<file path="src/rtl/fetch_prefetch_unit.sv">
// Instruction fetch front end: owns the fetch PC, issues in-order requests to a
// variable-latency instruction memory and buffers returned words for IF/ID.
module fetch_prefetch_unit #(
  parameter int unsigned DEPTH    = 4,
  parameter logic [31:0] RESET_PC = 32'h0000_0000
) (
  input  logic        clk,
  input  logic        reset,
  output logic        imem_req_valid,
  output logic [31:0] imem_req_addr,
  input  logic        imem_req_ready,
  input  logic        imem_rsp_valid,
  input  logic [31:0] imem_rsp_data,
  input  logic        redirect_valid,
  input  logic [31:0] redirect_pc,
  input  logic        stall,
  output logic        if_valid,
  output logic [31:0] if_instr,
  output logic [31:0] if_pc_plus4
);

  localparam int unsigned PTR_W = $clog2(DEPTH);
  localparam int unsigned CNT_W = PTR_W + 1;

  typedef struct packed {
    logic [31:0] pc_plus4;
    logic [31:0] instr;
  } entry_t;

  logic [31:0]      r_fetch_pc;
  logic [31:0]      r_rsp_pc;
  logic [CNT_W-1:0] r_outstanding;
  logic [CNT_W-1:0] r_drop_cnt;
  logic [CNT_W-1:0] r_count;
  logic [PTR_W-1:0] r_rd_ptr;
  logic [PTR_W-1:0] r_wr_ptr;
  entry_t           r_mem [DEPTH];

  logic [CNT_W:0]   w_inflight;
  logic             w_credit;
  logic             w_req_fire;
  logic             w_rsp_ok;
  logic             w_push;
  logic             w_pop;
  entry_t           w_head;

  // Credits cover both buffered entries and in-flight requests, so a response
  // always finds a free FIFO slot.
  assign w_inflight = {1'b0, r_count} + {1'b0, r_outstanding};
  assign w_credit   = w_inflight < (CNT_W + 1)'(DEPTH);

  // The request is also gated by reset so it drops the instant reset asserts,
  // not at the next edge.
  assign imem_req_valid = reset && w_credit && !redirect_valid;
  assign imem_req_addr  = r_fetch_pc;

  assign w_req_fire = imem_req_valid && imem_req_ready;
  assign w_rsp_ok   = imem_rsp_valid && (r_outstanding != '0);
  assign w_push     = w_rsp_ok && !redirect_valid && (r_drop_cnt == '0);
  assign w_pop      = (r_count != '0) && !stall && !redirect_valid;

  assign w_head      = r_mem[r_rd_ptr];
  assign if_valid    = (r_count != '0);
  assign if_instr    = if_valid ? w_head.instr    : 32'h0;
  assign if_pc_plus4 = if_valid ? w_head.pc_plus4 : 32'h0;

  // NOTE: sequential state uses non-blocking assignments so every register
  // samples the pre-edge values of the others, independent of statement order.
  always_ff @(posedge clk or negedge reset) begin
    if (!reset) begin
      r_fetch_pc    <= RESET_PC;
      r_rsp_pc      <= RESET_PC;
      r_outstanding <= '0;
      r_drop_cnt    <= '0;
      r_count       <= '0;
      r_rd_ptr      <= '0;
      r_wr_ptr      <= '0;
    end else begin
      case ({w_req_fire, w_rsp_ok})
        2'b10:   r_outstanding <= r_outstanding + CNT_W'(1);
        2'b01:   r_outstanding <= r_outstanding - CNT_W'(1);
        default: r_outstanding <= r_outstanding;
      endcase

      if (redirect_valid) begin
        // Everything still in flight belongs to the old path, including a
        // response that lands in this very cycle.
        r_fetch_pc <= redirect_pc;
        r_rsp_pc   <= redirect_pc;
        r_drop_cnt <= r_outstanding - CNT_W'(w_rsp_ok);
        r_count    <= '0;
        r_rd_ptr   <= r_wr_ptr;
      end else begin
        if (w_req_fire) r_fetch_pc <= r_fetch_pc + 32'd4;

        if (w_rsp_ok) begin
          if (r_drop_cnt != '0) r_drop_cnt <= r_drop_cnt - CNT_W'(1);
          else                  r_rsp_pc   <= r_rsp_pc + 32'd4;
        end

        if (w_push) r_wr_ptr <= r_wr_ptr + PTR_W'(1);
        if (w_pop)  r_rd_ptr <= r_rd_ptr + PTR_W'(1);

        case ({w_push, w_pop})
          2'b10:   r_count <= r_count + CNT_W'(1);
          2'b01:   r_count <= r_count - CNT_W'(1);
          default: r_count <= r_count;
        endcase
      end
    end
  end

  // NOTE: the entry storage is deliberately not reset; r_count qualifies every
  // read, so stale contents are never observable and the array stays plain RAM.
  always_ff @(posedge clk) begin
    if (w_push) r_mem[r_wr_ptr] <= '{pc_plus4: r_rsp_pc + 32'd4, instr: imem_rsp_data};
  end

endmodule

</file>
<file path="config.mk">
export PLATFORM = sky130hd
export DESIGN_NAME = fetch_prefetch_unit
export DESIGN_NICKNAME = d
export VERILOG_FILES = /design/src/rtl/fetch_prefetch_unit.sv
export SDC_FILE = /design/constraint.sdc
export NUM_CORES = 1
export LEC_CHECK = 0
export ABC_AREA = 1
export CELL_PAD_IN_SITES_DETAIL_PLACEMENT = 2
export CELL_PAD_IN_SITES_GLOBAL_PLACEMENT = 2
export CORE_MARGIN = 2
export CORE_UTILIZATION = 39
export DETAILED_ROUTE_END_ITERATION = 10
export GPL_ROUTABILITY_DRIVEN = 0
export PLACE_DENSITY = 0.85
export SLEW_MARGIN = 25
export SYNTH_ARGS = -nofsm -noshare
export SYNTH_HDL_FRONTEND = slang
export SYNTH_SLANG_ARGS = --single-unit
</file>
<file path="constraint.sdc">
create_clock -name clk -period 7.08 [get_ports clk]
set_input_delay 0.708 -clock clk [delete_from_list [all_inputs] [get_ports clk]]
set_output_delay 0.708 -clock clk [all_outputs]
set_load 0.03 [all_outputs]
</file>
==> flow_metrics.env <==
export IMPL_clock_latency_ns=0.53
export IMPL_finalCritPeriodShare_pct=70.2
export IMPL_slowest_delay_ns=0.82
export IMPL_fin_crit_ns=4.97
export IMPL_fin_tns_setup_ns=0
export IMPL_synth_warning_count=0
export IMPL_synth_distinct_cells=38
export IMPL_end_kind="output port"
export IMPL_skew_ns=0.0164
export IMPL_crit_slowest_cell="clkdlybuf4s50_1"
export IMPL_vias_per_cell=5.53
export IMPL_critical_path_arrival_ns=4.26
export IMPL_max_slew_margin_pct=36.1
export IMPL_syn_inst=1552
export IMPL_coreArea_sq_mm=0.0386
export IMPL_r2r_slack_ns=3.74
export IMPL_clock_fmax_mhz=201
export IMPL_critPathBufInv=4
export IMPL_rsz0062_at_grt="no"
export IMPL_track_usage_pct=28.5
export IMPL_vias=12500
export IMPL_die_w_um=202
export IMPL_post_cts_setup_buffer_count=0
export IMPL_tritoncts="yes"
export IMPL_critPathMaxFanout=65
export IMPL_rows=72
export IMPL_antenna_found_initial=0
export IMPL_area_growth_syn_to_layout_pct=22.3
export IMPL_path_delay_family="buffers and inverters"
export IMPL_dieArea_sq_mm=0.0406
export IMPL_power_mw=7.55
export IMPL_ys_top_cells_by_area="edfxtp_1 51%, dfrtp_1 13%, nor2_1 8.9%"
export IMPL_drive_gt1_share_pct=6.46
export IMPL_crit_path_frequent_cell="buf_4"
export IMPL_avgSynthCellArea_sq_um=9.80
export IMPL_hold_class="in -> async"
export IMPL_start_util_pct=39.5
export IMPL_htree_num_levels=2
export IMPL_grt_max_degree=132
export IMPL_dp_hpwl_mm=36.2
export IMPL_max_cap_violations=0
export IMPL_fin_util_pct=48.3
export IMPL_ys_seq_area_share_pct=63.2
export IMPL_cts_resized=0
export IMPL_ant_nets=0
export IMPL_yosysTopAreaCell="edfxtp_1"
export IMPL_ir_drop_mv=0.214
export IMPL_finalSetupViolations=0
export IMPL_detail_route_iter0_violations=829
export IMPL_cts_hold_buf=0
export IMPL_synth_fp_nets=1637
export IMPL_r2r_cells=10
export IMPL_worst_pin_slew_ns=0.958
export IMPL_required_ns=6.37
export IMPL_fin_nets=1790
export IMPL_outcome="complete, no violations"
export IMPL_drc=0
export IMPL_post_drt_wl_per_cell_um=25.6
export IMPL_drtPass1Iterations=5
export IMPL_clock_sinks=333
export IMPL_cts_buffers=38
export IMPL_synth_area_sq_mm=0.0152
export IMPL_slew_violations=0
export IMPL_p_leak_nw=6.94
export IMPL_synth_seq_cells=333
export IMPL_final_hold_viol_count=0
export IMPL_synth_edf_count=256
export IMPL_ioPinCount=168
export IMPL_crit_chain="buf_4 > clkinv_2 > buf_4 > nor2_1 > o21ai_0 > a21oi_1 > clkdlybuf4s50_1"
export IMPL_async_reset_ff_share_pct=23.1
export IMPL_r2r_end="r_mem[3][1]"
export IMPL_grt_pass1_wl_mm=87.9
export IMPL_grt_pass1_vias=14000
export IMPL_worstSetupStartpointType="register"
export IMPL_cts_root_buf="clkbuf_16"
export IMPL_reg2reg_from="r_drop_cnt[0]"
export IMPL_crit_type="reg -> out"
export IMPL_port_buffers=167
export IMPL_grt_ovfl_total=0
export IMPL_wl_mm=57.8
export IMPL_cts_buffer_depth=3
export IMPL_powerDensity_mw_per_mm2=406
export IMPL_die_h_um=202
export IMPL_synth_flop_cell="edfxtp_1"
export IMPL_path_clk_slew_ns=0.06
export IMPL_synth_top_area_share_pct=50.5
-- kinds of logic (layout without fill, tap and decap cells) --
group	Yosys count	after routing	share of synthesized area (%)
flops	333	333	63.2
fa+ha+maj	15	15	1.33
other cells	0	1	0
buf+inv	158	340	4.15
xor+xnor	31	31	1.93
compound gates	278	278	9.75
simple gates	737	737	19.6
-- power by group --
group / leakage (nW) / internal, mW / switching, mW
sequential: 3.21 / 2.32 / 0.215
combinational: 3.15 / 0.955 / 2.10
clock: 0.584 / 1.12 / 0.837
total: 6.94 / 4.40 / 3.15
-- cell type report --
| type | count | area, sq um |
|---|---|---|
| Antenna cell | 1 | 2.50 |
| Clock buffer | 54 | 1060 |
| Clock inverter | 15 | 143 |
| Fill cell | 4005 | 19900 |
| Inverter | 90 | 339 |
| Multi-Input combinational cell | 1061 | 5000 |
| Sequential cell | 333 | 9620 |
| Tap cell | 518 | 648 |
| Timing Repair Buffer | 181 | 1800 |
-- cell usage after synthesis (all sizes together) (14+ instances only) --
master / number
inv: 90
a21oi: 80
clkbuf: 35
buf: 33
o22ai: 14
nand3: 55
dfrtp: 77
edfxtp: 256
nand2: 291
nor2: 372
o21ai: 152
xor2: 22
-- sequential cells by signal, indices dropped and copies added (netlist names) --
register	cells
r_drop_cnt	3
r_rsp_pc	32
r_rd_ptr	2
r_wr_ptr	2
r_outstanding	3
r_mem	256
imem_req_addr	32
r_count	3
-- through the flow --
step	hold slack, ns	worst slack, ns	cell area, sq um	instances
5_1_grt	0.153	1.90	18600	2252
4_1_cts	0.134	2.09	18600	2252
3_5_place_dp	0.488	2.78	17400	2183
2_1_floorplan	0.412	2.84	15200	1552
3_3_place_gp	0.465	2.95	17400	2182
6_report	0.130	2.11	18600	2253
-- layer usage --
layer  vias up  part of all wire, %  GRT usage [%]
li1       5544                    -              -
met1      6435                   42           35.9
met2       359                   51           50.3
met3       112                  4.1           4.21
met4         0                  3.0           8.98
met5         -                    0              0
-- cell usage in the layout, fill, tap and decap left out, types with 19 or more instances in the layout --
master,count
clkbuf_16,39
dfrtp_1,75
nor2_1,357
nand2_1,281
clkdlybuf4s50_1,165
nand3_1,53
xor2_1,19
edfxtp_1,256
o21ai_0,149
inv_1,80
a21oi_1,80
-- worst max path at each step --
stage | from | endpoint | slack (ns) | depth (start not counted)
after floorplan | r_drop_cnt[0] | r_mem[0][0] | 2.84 | 8
after global placement | r_rd_ptr[1] | if_pc_plus4[16] | 2.95 | 7
after detailed placement | r_rd_ptr[1] | if_pc_plus4[14] | 2.78 | 7
after CTS | r_rd_ptr[1] | if_pc_plus4[15] | 2.09 | 7
after global routing | r_rd_ptr[1] | if_pc_plus4[15] | 1.90 | 7
final | r_rd_ptr[1] | if_pc_plus4[15] | 2.11 | 7
-- worst reg2reg max path, delay by kind of cell, from the launching register on --
kind | cells | cell delay, ns
fa+ha+maj | 1 | 0.16
simple gates | 4 | 0.90
flops | 1 | 0.36
buf+inv | 5 | 1.50
No activity file was read; power rests on OpenSTA's default activity.
